### config.mk
export PLATFORM = sky130hd
export DESIGN_NAME = maj_tt_scheduler
export DESIGN_NICKNAME = d
export VERILOG_FILES = /design/src/rtl/maj_tt_pkg.sv /design/src/rtl/maj3_node.sv /design/src/rtl/maj_tt_scheduler.sv
export SDC_FILE = /design/constraint.sdc
export NUM_CORES = 1
export LEC_CHECK = 0
export CAP_MARGIN = 20
export CELL_PAD_IN_SITES_DETAIL_PLACEMENT = 0
export CELL_PAD_IN_SITES_GLOBAL_PLACEMENT = 1
export CORE_ASPECT_RATIO = 0.7
export CORE_MARGIN = 5
export CORE_UTILIZATION = 43
export CTS_CLUSTER_DIAMETER = 120
export DETAILED_ROUTE_END_ITERATION = 10
export GPL_TIMING_DRIVEN = 0
export PLACE_DENSITY = 0.9
export SLEW_MARGIN = 10
export SYNTH_ARGS = -nofsm -noshare
export SYNTH_HDL_FRONTEND = slang
export SYNTH_HIERARCHICAL = 1
export SYNTH_SLANG_ARGS = --single-unit
### constraint.sdc
create_clock -name clk -period 5.4 [get_ports clk]
set_input_delay 1.08 -clock clk [delete_from_list [all_inputs] [get_ports clk]]
set_output_delay 1.08 -clock clk [all_outputs]
set_load 0.01 [all_outputs]
### src/rtl/maj_tt_pkg.sv
// maj_tt_pkg: shared types, operand-select codes and operand picker for maj_tt_scheduler
package maj_tt_pkg;
  localparam logic [3:0] SEL_X0 = 4'd0;
  localparam logic [3:0] SEL_X1 = 4'd1;
  localparam logic [3:0] SEL_X2 = 4'd2;
  localparam logic [3:0] SEL_X3 = 4'd3;
  localparam logic [3:0] SEL_X4 = 4'd4;
  localparam logic [3:0] SEL_X5 = 4'd5;
  localparam logic [3:0] SEL_X6 = 4'd6;
  localparam logic [3:0] SEL_ZERO = 4'd7;
  localparam logic [3:0] SEL_NODE_BASE = 4'd8;

  typedef struct packed {
    logic inv_c;
    logic inv_b;
    logic inv_a;
    logic [3:0] sel_c;
    logic [3:0] sel_b;
    logic [3:0] sel_a;
  } cfg_t;

  typedef enum logic [1:0] {IDLE, EVAL, DONE} state_t;

  // Node references at or beyond the node being evaluated read 0, so stale
  // register contents from the previous minterm can never leak in.
  function automatic logic pick(input logic [3:0] s, input logic [7:0] x,
                                input logic [7:0] nodes, input logic [2:0] idx);
    return (s >= SEL_NODE_BASE) ? (s[2:0] < idx && nodes[s[2:0]])
                                : (s != SEL_ZERO && x[s[2:0]]);
  endfunction
endpackage

### src/rtl/maj3_node.sv
// maj3_node: combinational three-input majority with per-operand inversion
module maj3_node (
  input  logic a,
  input  logic b,
  input  logic c,
  input  logic inv_a,
  input  logic inv_b,
  input  logic inv_c,
  output logic y
);
  logic ai, bi, ci;
  assign ai = a ^ inv_a;
  assign bi = b ^ inv_b;
  assign ci = c ^ inv_c;
  assign y = (ai & bi) | (ai & ci) | (bi & ci);
endmodule

### src/rtl/maj_tt_scheduler.sv
// maj_tt_scheduler: enumerates 128 minterms through a shared MAJ3 to build a truth table (optional compare: MAJ_TT_COMPARE_EN)
module maj_tt_scheduler
  import maj_tt_pkg::*;
#(
  parameter int NODES = 6,
  parameter int MINTERMS = 128
) (
  input  logic clk,
  input  logic rst_n,
  input  logic cfg_we,
  input  logic [2:0] cfg_addr,
  input  logic [14:0] cfg_data,
  input  logic [3:0] num_nodes,
  input  logic start,
`ifdef MAJ_TT_COMPARE_EN
  input  logic [127:0] expect_tt,
  output logic match,
`endif
  output logic busy,
  output logic done,
  output logic [127:0] tt,
  output logic tt_valid
);
  state_t state, state_nxt;
  cfg_t cfg_q [NODES];
  cfg_t cur;
  logic [NODES-1:0] node_q;
  logic [7:0] nodes8;
  logic [6:0] m;
  logic [2:0] n;
  logic [3:0] nn, n_eff;
  logic a, b, c, y, last_n, last, accept;
  logic [127:0] tt_fin;

  assign cur = cfg_q[n];
  assign nodes8 = 8'(node_q);
  assign a = pick(cur.sel_a, {1'b0, m}, nodes8, n);
  assign b = pick(cur.sel_b, {1'b0, m}, nodes8, n);
  assign c = pick(cur.sel_c, {1'b0, m}, nodes8, n);
  assign last_n = (n == 3'(nn - 4'd1));
  assign last = last_n && (m == 7'(MINTERMS - 1));
  assign accept = (state == IDLE) && start;
  assign n_eff = (num_nodes == 4'd0) ? 4'd1 : (32'(num_nodes) > NODES) ? 4'(NODES) : num_nodes;
  assign tt_fin = tt | (128'(y) << m);

  maj3_node u_maj (
    .a(a), .b(b), .c(c),
    .inv_a(cur.inv_a), .inv_b(cur.inv_b), .inv_c(cur.inv_c),
    .y(y)
  );

  // State register
  always_ff @(posedge clk) begin
    if (!rst_n) state <= IDLE;
    else state <= state_nxt;
  end

  // Next state and status outputs
  always_comb begin
    state_nxt = state;
    busy = (state == EVAL);
    done = (state == DONE);
    state_nxt = (state == IDLE) ? (start ? EVAL : IDLE)
              : (state == EVAL) ? (last ? DONE : EVAL) : IDLE;
  end

  // Config file, counters, node registers and truth table
  always_ff @(posedge clk) begin
    if (!rst_n) begin
      for (int i = 0; i < NODES; i++) cfg_q[i] <= '0;
      node_q <= '0;
      m <= '0;
      n <= '0;
      nn <= '0;
      tt <= '0;
      tt_valid <= 1'b0;
    end else begin
      if (state == IDLE && cfg_we && 32'(cfg_addr) < NODES) cfg_q[cfg_addr] <= cfg_t'(cfg_data);
      if (accept) begin
        nn <= n_eff;
        m <= '0;
        n <= '0;
        node_q <= '0;
        tt <= '0;
        tt_valid <= 1'b0;
      end else if (state == EVAL) begin
        node_q[n] <= y;
        if (last_n) begin
          tt[m] <= y;
          n <= '0;
          m <= m + 7'd1;
        end else begin
          n <= n + 3'd1;
        end
        if (last) tt_valid <= 1'b1;
      end
    end
  end

`ifdef MAJ_TT_COMPARE_EN
  logic [127:0] exp_q;

  // Expected table captured at start, verdict registered alongside done
  always_ff @(posedge clk) begin
    if (!rst_n) begin
      exp_q <= '0;
      match <= 1'b0;
    end else if (accept) begin
      exp_q <= expect_tt;
      match <= 1'b0;
    end else if (state == EVAL && last) begin
      match <= (tt_fin == exp_q);
    end
  end
`endif
endmodule

**Yosys cells after proc, flatten, opt, wreduce, memory -nomap -nowiden**

Memory sizes are Yosys's and may differ from the RTL's. A register that Yosys moved wholly into a read port is not among the register bits.
Cells that the tools add are included.

- Register bits: 150
- Bits in writable memories: 90
- Bits of input ports: 26
- Output and inout port bits: 131
- Logic and storage cells: 97
- Memories kept: 1

Memories:

| name | depth | width | read ports | clocked after Yosys merged registers in | wr ports | RTL line | source |
|---|---|---|---|---|---|---|---|
| cfg_q | 6 | 15 | 1 | 1 | 6 | maj_tt_scheduler.sv:25 | `cfg_t cfg_q [NODES];` |

- Add/sub/neg operators: 3
- Order comparisons: 15
- Equal/unequal tests: 7
- Muxes and demuxes: 37
- Bitwise gates (word level): 9
- Reduce and logical (&&, ||, !) cells: 18

Operator list:

| operator | number |
|---|---|
| $bwmux W128 | 1 |
| $bmux W1 S3 | 6 |
| $mux W3 | 6 |
| $mux W1 | 17 |
| $lt A3 B4 Y1 const B | 4 |
| $mux W15 | 1 |
| $reduce_or A15 Y1 | 1 |
| $ge A4 B4 Y1 const B | 3 |
| $logic_and A1 B1 Y1 | 12 |
| $ne A4 B3 Y1 const B | 3 |
| $lt A3 B3 Y1 | 3 |
| $lt A7 B8 Y1 const B | 1 |
| $add A7 B1 Y7 const B | 1 |
| $demux W1 S7 | 1 |
| $eq A7 B7 Y1 const B | 1 |
| $ge A7 B1 Y1 const B | 1 |
| $bwmux W6 | 1 |
| $mux W2 | 3 |
| $gt A4 B3 Y1 const B | 1 |
| $logic_not A4 Y1 | 1 |
| $reduce_and A2 Y1 | 2 |
| $add A3 B1 Y3 const B | 1 |
| $and A1 B1 Y1 | 3 |
| $demux W1 S3 | 1 |
| other kinds (11) | 14 |

**Longest topological paths before layout**

Gate-level depths: netlist of the first run.

- Depth in word-level cells: 9
- Gate-level depth with buffers: 17
- Depth with buffers taken out: 12

**Cells and area by module**

The synthesis of the first run kept the hierarchy.

Modules (own cells, without submodules):

| module | instances | cells an instance | area an instance (um^2) | sequential area each (um^2) |
|---|---|---|---|---|
| maj_tt_scheduler | 1 | 1130 | 11757.5 | 6666.4 |
| maj3_node | 1 | 4 | 37.5 | 0.0 |

**Least setup slack after synthesis of the first run**

Ideal clock, no wire load.

- Path type: register -> register
- Start: reg with a tool-made name
- End: reg tt[0]
- Library setup time: 70 ps
- Data arrival time: 3809 ps
- Data required time: 5330 ps
- Slack: 1520 ps
- Cell stages (with the launch flop): 18
- Buffers on the path: 5
- Period minus slack after synthesis: 3880 ps
- Cell sequence: dfxtp_1 -> buf_4 -> buf_2 -> mux4_2 -> mux2_2 -> ha_1 -> o21ai_0 -> a31oi_1 -> nor3_1 -> a32oi_1 -> nor2_1 -> xor2_1 -> maj3_2 -> clkbuf_1 -> clkbuf_1 -> clkbuf_1 -> nand3_1 -> a21oi_1

RTL lines:

| item | RTL line | source |
|---|---|---|
| end signal, assigned by index | maj_tt_scheduler.sv:89 | `tt[m] <= y;` |
| end, declared | maj_tt_scheduler.sv:21 | `output logic [127:0] tt,` |

==> flow_summary.json, run 1 <==
{
  "clkLatencyLatePin_ns": 0.54,
  "drt-total-wl_um": 37200,
  "hpwl_um": 26600,
  "core_mm2": 0.0269,
  "synth_edf_count": 120,
  "synthXorXnorAreaFrac_pct": 1.09,
  "fmax_ghz": 0.207,
  "stdcell_area_mm2": 0.0149,
  "p_total_uw": 4510,
  "ant_nets": 0,
  "grt.total_usage_pct": 23.0,
  "yosys-mux-area-fraction_pct": 9.66,
  "yosys_warnings": 6,
  "drt_pass1_iterations": 6,
  "post_drt_wl_per_cell_um": 21.5,
  "syn_avg_cell_area_um2": 10.4,
  "p_leak_uw": 0.00496,
  "setup_viol": 0,
  "worst_slack_ns": 0.561,
  "end_kind": "flop",
  "hold_viol_final": 0,
  "via_count": 9941,
  "grt_max_degree": 16,
  "postCtsSetupRepairBufs": 0,
  "die_w_um": 208,
  "port_buffers": 155,
  "final_cells": 1732,
  "synth_top_family_by_area": "simple AND/OR/NAND/NOR gates",
  "grt_antenna_before_repair": 0,
  "post-place-ws_ns": 0.412,
  "required_ns": 5.86,
  "synth_compound_area_share_pct": 12.7,
  "die-area_mm2": 0.0309,
  "worstSetupStartpointType": "flop",
  "critical_path_class": "flop to flop",
  "reg2reg_slack_ns": 0.56,
  "holdPathEnd": "tt[84]",
  "synth.area.top_cells": "edfxtp_1, dfxtp_1, nand3_1",
  "ir_drop_mv": 0.209,
  "clkTransAtPathRegs_ns": 0.06,
  "clock_path_buffers": 3,
  "setup_tns_ns": 0,
  "io_pins": 157,
  "synth_most_common_cell": "dfxtp_1",
  "synth_ff_type": "dfxtp_1",
  "min-delay-start": "tt[84]",
  "reg2reg_depth": 16,
  "synthTopCellsByCount": "dfxtp_1, nand3_1, o21ai_0",
  "r2r_end": "tt[106]",
  "clock_sinks": 273,
  "relSlewSlack_pct": 31.6,
  "cts_resized": 0,
  "gp_congestion": 0.893,
  "drt-initial-drc-count": 1024,
  "std_cell_rows": 50,
  "min_path_cells": 2,
  "place_area_mm2": 0.0140,
  "worstMarginPinSlew_ns": 1.02,
  "netlist.area_leader.share_pct": 30.6,
  "grt_pass1_vias": 9493,
  "synth_seq_cells": 273,
  "area_growth_pct": 26.0,
  "p_per_area_mw_per_mm2": 304,
  "drc_errors": 0,
  "fin_nets": 1383,
  "synth_cells": 1134,
  "yosys.area_share.adder_pct": 1.14,
  "yosysTopAreaCell": "edfxtp_1",
  "die_h_um": 149,
  "outcome": "finished clean",
  "hold_class": "flop to flop",
  "fin_crit_ns": 4.84,
  "grt_pass1_wl_um": 56200,
  "via_per_inst": 5.74,
  "syn-cell-area_mm2": 0.0118,
  "ys_seq_area_share_pct": 56.5,
  "gr-total-overflow": 0,
  "root_buffer": "clkbuf_16",
  "grt_setup_unrepaired": "false",
  "async_flop_share_pct": 0,
  "crit_fanout": 10,
  "skew_ns": 0.0112,
  "drv_cap": 0,
  "synth_cell_types": 46,
  "cts_hold_repair.buffers": 0,
  "period_share_pct": 89.6,
  "cts_buffers": 27,
  "diodes": 0,
  "arrival_ns": 5.30,
  "initial_core_util_pct": 43.8,
  "drive_gt1_share_pct": 8.99,
  "dp.cells": 1684,
  "cts_max_level": 1,
  "cts_tree": "yes",
  "drv_slew": 0,
  "synth_simple_gate_area_share_pct": 14.5,
  "nFillCells": 2336
}
-- critical path, cell delays in order, from the launching register on --
cell and delay (ns):
dfxtp_1 0.31, buf_4 0.21, buf_2 0.41, mux4_2 0.57, mux2_2 0.33, ha_1 0.28, o21ai_0 0.08, a31oi_1 0.06
nor3_1 0.24, a32oi_1 0.15, nor2_1 0.27, xor2_1 0.22, maj3_2 0.41, clkbuf_1 0.50, clkbuf_1 0.41, nand3_1 0.13
a21oi_1 0.17
-- per-stage QoR --
| step | hold slack (ns) | utilization (%) |
|---|---|---|
| final | 0.474 | 55.2 |
| after global routing | 0.498 | 55.2 |
| after CTS | 0.477 | 55.2 |
| after detailed placement | 0.468 | 51.9 |
| after global placement | 0.455 | 51.7 |
| after floorplan | 0.497 | - |
-- cell usage in the layout (no fill, tap or decap), types with 4 or more instances in the layout --
cell,netlist,routed
clkdlybuf4s50_1,0,155
dfxtp_1,153,153
nand3_1,146,146
o21ai_0,137,135
a21oi_1,132,132
edfxtp_1,120,120
nor2_1,110,110
clkbuf_1,47,53
nand2_1,49,49
mux2i_1,43,43
conb_1,1,30
mux4_2,27,27
clkbuf_16,0,27
inv_1,26,26
nor3_1,14,14
buf_4,13,13
buf_2,12,12
nand2b_1,9,9
mux2_2,9,9
ha_1,9,9
nor2b_1,8,8
xnor2_1,6,6
xor2_1,6,6
clkbuf_2,5,5
bufinv_16,0,5
a31oi_1,4,4
nor2_2,4,4
nor3_4,4,4
-- kinds of logic (layout without fill, tap and decap cells) --
logic type      after synthesis  count (layout)
compound gates              289             289
other cells                   1              30
mux                          79              79
flops                       273             273
simple gates                358             358
fa+ha+maj                    11              11
xor+xnor                     13              13
buf+inv                     110             315
-- report_power, final --
part / switching [uW] / internal, uW / leakage [uW] / total [uW]
logic: 226 / 106 / 0.00207 / 332
clock network: 804 / 1160 / 0.000425 / 1960
registers: 14.8 / 2200 / 0.00247 / 2220
total: 1040 / 3470 / 0.00496 / 4510
-- how the worst max path moves through the flow --
stage                start     endpoint  slack (ns)  cells past startpoint
3_5_place_dp          flop       tt[14]        0.41                     17
2_1_floorplan         flop        tt[0]        1.52                     17
5_1_grt               flop       tt[12]        0.25                     16
4_1_cts               flop       tt[28]        0.40                     17
3_3_place_gp   cfg_addr[1]  cfg_q[4][8]        0.46                      6
6_report              flop      tt[106]        0.56                     16
-- registers in the layout (all words and copies together), names as in the netlist, named ones only --
register,cells
tt_valid,1
nn,3
n,3
node_q,6
tt,128
cfg_q,120
m,7
state,2
-- final cells by class --
type	count	area (um2)	share of cell area (%)
timing repair buffer	157	1580	10.6
multi-input combinational	780	4740	31.9
clock buffer	34	702	4.72
buffer	83	412	2.77
tap	364	455	3.07
clock inverter	15	208	1.40
inverter	26	97.6	0.657
sequential	273	6670	44.9
-- layer usage --
| layer | GRT usage [%] | vias up | part of all wire (%) |
|---|---|---|---|
| met5 | 0 | - | 0 |
| met4 | 4.59 | 0 | 1.8 |
| met1 | 34.8 | 4875 | 46 |
| met3 | 5.90 | 54 | 9.8 |
| met2 | 33.5 | 498 | 43 |
| li1 | - | 4514 | - |
Power figures use the tool's default switching activity.
==> run 2, diff against run 1 <==
--- a/config.mk
+++ b/config.mk
@@ -15,7 +15,6 @@
 export DETAILED_ROUTE_END_ITERATION = 10
 export GPL_TIMING_DRIVEN = 0
 export PLACE_DENSITY = 0.9
-export SLEW_MARGIN = 10
 export SYNTH_ARGS = -nofsm -noshare
 export SYNTH_HDL_FRONTEND = slang
 export SYNTH_HIERARCHICAL = 1
==> run 2 against run 1 <==
Worst setup slack got worse by 0.063 ns. Global-route usage fell by 0.20 points. Register-to-register slack got worse by 0.06 ns. Sequential share of layout area rose by 0.27 points. Critical path type unchanged. Critical endpoint is now tt[5]. Largest power group unchanged.
==> flow_summary.json, run 2 (synthesis gave the netlist of run 1 again) <==
{
  "swShare_pct": 23.6,
  "post_drt_wl_per_cell_um": 21.3,
  "holdPathEnd": "tt[84]",
  "r2r_end": "tt[5]",
  "setup_viol": 0,
  "grt_pass1_wl_um": 55900,
  "clock_sinks": 273,
  "core_mm2": 0.0269,
  "max_stage_delay_ns": 0.56,
  "crit_family": "buffers and inverters",
  "reg2reg_slack_ns": 0.50,
  "end_kind": "flop",
  "cts_max_level": 1,
  "cts_buffers": 27,
  "hold_class": "flop to flop",
  "diodes": 0,
  "largestRegisters": "tt: 128 flops, cfg_q: 120 flops, m: 7 flops",
  "clkLatencyLatePin_ns": 0.53,
  "required_ns": 5.86,
  "min_path_cells": 2,
  "p_per_area_mw_per_mm2": 293,
  "p_sw_uw": 1020,
  "drt-total-wl_um": 37000,
  "port_buffers": 155,
  "crit_top_cell": "clkbuf_1",
  "hold_viol_final": 0,
  "fin_crit_ns": 4.90,
  "clkTransAtPathRegs_ns": 0.06,
  "clkPwrFrac_pct": 41.1,
  "ant_nets": 0,
  "skew_ns": 0.0120,
  "die_h_um": 149,
  "seqCellArea_mm2": 0.00667,
  "worstSetupStartpointType": "flop",
  "p_comb_share_pct": 7.7,
  "p_leak_uw": 0.00494,
  "crit_chain": "buf_4 -> buf_2 -> mux4_2 -> mux2_2 -> ha_1 -> o21ai_0 -> a31oi_1 -> nor3_1 -> a32oi_1 -> nor2_1 -> xor2_1 -> maj3_2 -> clkbuf_1 -> clkbuf_2 -> clkbuf_1 -> nand3_1 -> a21oi_1",
  "fmax_ghz": 0.204,
  "slowest_stage": "mux4_2",
  "drv_slew": 0,
  "relSlewSlack_pct": 31.4,
  "via_count": 9907,
  "ir_drop_mv": 0.215,
  "initial_core_util_pct": 43.8,
  "arrival_ns": 5.36,
  "area_growth_pct": 25.2,
  "cts_tree": "yes",
  "multiInputGateArea_mm2": 0.00473,
  "crit_fanout": 10,
  "fin_nets": 1385,
  "gp_congestion": 0.893,
  "grt_pass1_vias": 9454,
  "grt_max_degree": 16,
  "root_buffer": "clkbuf_16",
  "drc_errors": 0,
  "post-place-ws_ns": 0.409,
  "setup_tns_ns": 0,
  "io_pins": 157,
  "cts_hold_repair.buffers": 0,
  "clock_path_buffers": 3,
  "worst_slack_ns": 0.498,
  "largest_reg_flops": 128,
  "hpwl_um": 26600,
  "critical_path_class": "flop to flop",
  "worstMarginPinSlew_ns": 1.02,
  "grt_antenna_before_repair": 0,
  "die_w_um": 208,
  "worst-path-buf-inv": 5,
  "period_share_pct": 90.8,
  "outcome": "finished clean",
  "seqPwrFrac_pct": 51.2,
  "drv_cap": 0,
  "grt_setup_unrepaired": "false",
  "die-area_mm2": 0.0309,
  "std_cell_rows": 50,
  "drt-initial-drc-count": 1083,
  "layout_commonest_cell": "clkdlybuf4s50_1",
  "reg2reg_depth": 17,
  "postCtsSetupRepairBufs": 0,
  "via_per_inst": 5.71,
  "regMostFlops": "tt",
  "drive_gt1_share_pct": 8.83,
  "gr-total-overflow": 0,
  "min-delay-start": "tt[84]",
  "drt_pass1_iterations": 5,
  "nFillCells": 2343,
  "layout_common_cells": "clkdlybuf4s50_1, dfxtp_1, nand3_1",
  "p_int_uw": 3310,
  "grt.total_usage_pct": 22.8
}
run 2: stage by stage:
step	utilization, %	area, um2	std cells	power, uW	hold WS, ns
floorplan	-	11900	1163	2470	0.497
global placement	51.7	13900	1682	2570	0.455
detailed placement	51.9	13900	1685	2590	0.467
CTS	54.9	14800	1734	4340	0.476
global route	54.9	14800	1734	4460	0.497
finish	54.9	14800	1734	4330	0.475
run 2: power groups by stage:
| stage | registers, uW | clock network [uW] | logic (uW) |
|---|---|---|---|
| 2_1_floorplan | 2260 | 0 | 218 |
| 3_3_place_gp | 2260 | 0 | 315 |
| 3_5_place_dp | 2260 | 0 | 324 |
| 4_1_cts | 2220 | 1790 | 326 |
| 5_1_grt | 2220 | 1880 | 358 |
| 6_report | 2220 | 1780 | 331 |
run 2: layer usage:
metal	share of wire, %	vias to the layer above	GRT usage [%]
li1	-	4524	-
met1	45	4845	35.0
met2	43	496	33.0
met3	11	42	5.59
met4	1.3	0	4.14
met5	0	-	0
run 2: worst max path at each step:
stage                           start     endpoint  depth (start not counted)
after floorplan                  flop        tt[0]                         17
after global placement    cfg_addr[1]  cfg_q[4][8]                          6
after CTS                        flop       tt[14]                         17
final                            flop        tt[5]                         17
after global routing             flop       tt[14]                         17
after detailed placement         flop       tt[14]                         17
run 2: worst reg2reg max path: stages, from the launching register on:
cell and delay, ns:
dfxtp_1 0.30, buf_4 0.21, buf_2 0.40, mux4_2 0.56, mux2_2 0.35, ha_1 0.29
o21ai_0 0.15, a31oi_1 0.06, nor3_1 0.23, a32oi_1 0.14, nor2_1 0.19, xor2_1 0.18
maj3_2 0.21, clkbuf_1 0.48, clkbuf_2 0.38, clkbuf_1 0.40, nand3_1 0.13, a21oi_1 0.16
run 2: layout make-up:
cell class | instances | share of cell area (%)
Sequential cell | 273 | 45.1
Multi-Input combinational cell | 780 | 32.0
Timing Repair Buffer | 158 | 10.7
Clock buffer | 38 | 4.99
Tap cell | 364 | 3.08
Buffer | 84 | 2.82
Inverter | 26 | 0.661
Clock inverter | 11 | 0.551
run 2: timing repair:
action	CTS	global route
setup endpoints to repair	0	31
resized for setup	0	2
hold endpoints to repair	0	0
==> run 3, diff against run 2 <==
==> constraint.sdc (replaced) <==
create_clock -name clk -period 5.37 [get_ports clk]
set_input_delay 1.074 -clock clk [delete_from_list [all_inputs] [get_ports clk]]
set_output_delay 1.074 -clock clk [all_outputs]
set_load 0.01 [all_outputs]
==> results of run 3 <==
The final DEF is identical to that of run 2. Status: finished clean.
Among the figures that moved: setup slack after placement 0.409 ns -> 0.379 ns; setup slack after layout 0.498 ns -> 0.468 ns; register-to-register setup slack 0.50 ns -> 0.47 ns; total power 4330 uW -> 4350 uW; worst IR drop on VDD 0.215 mV -> 0.216 mV
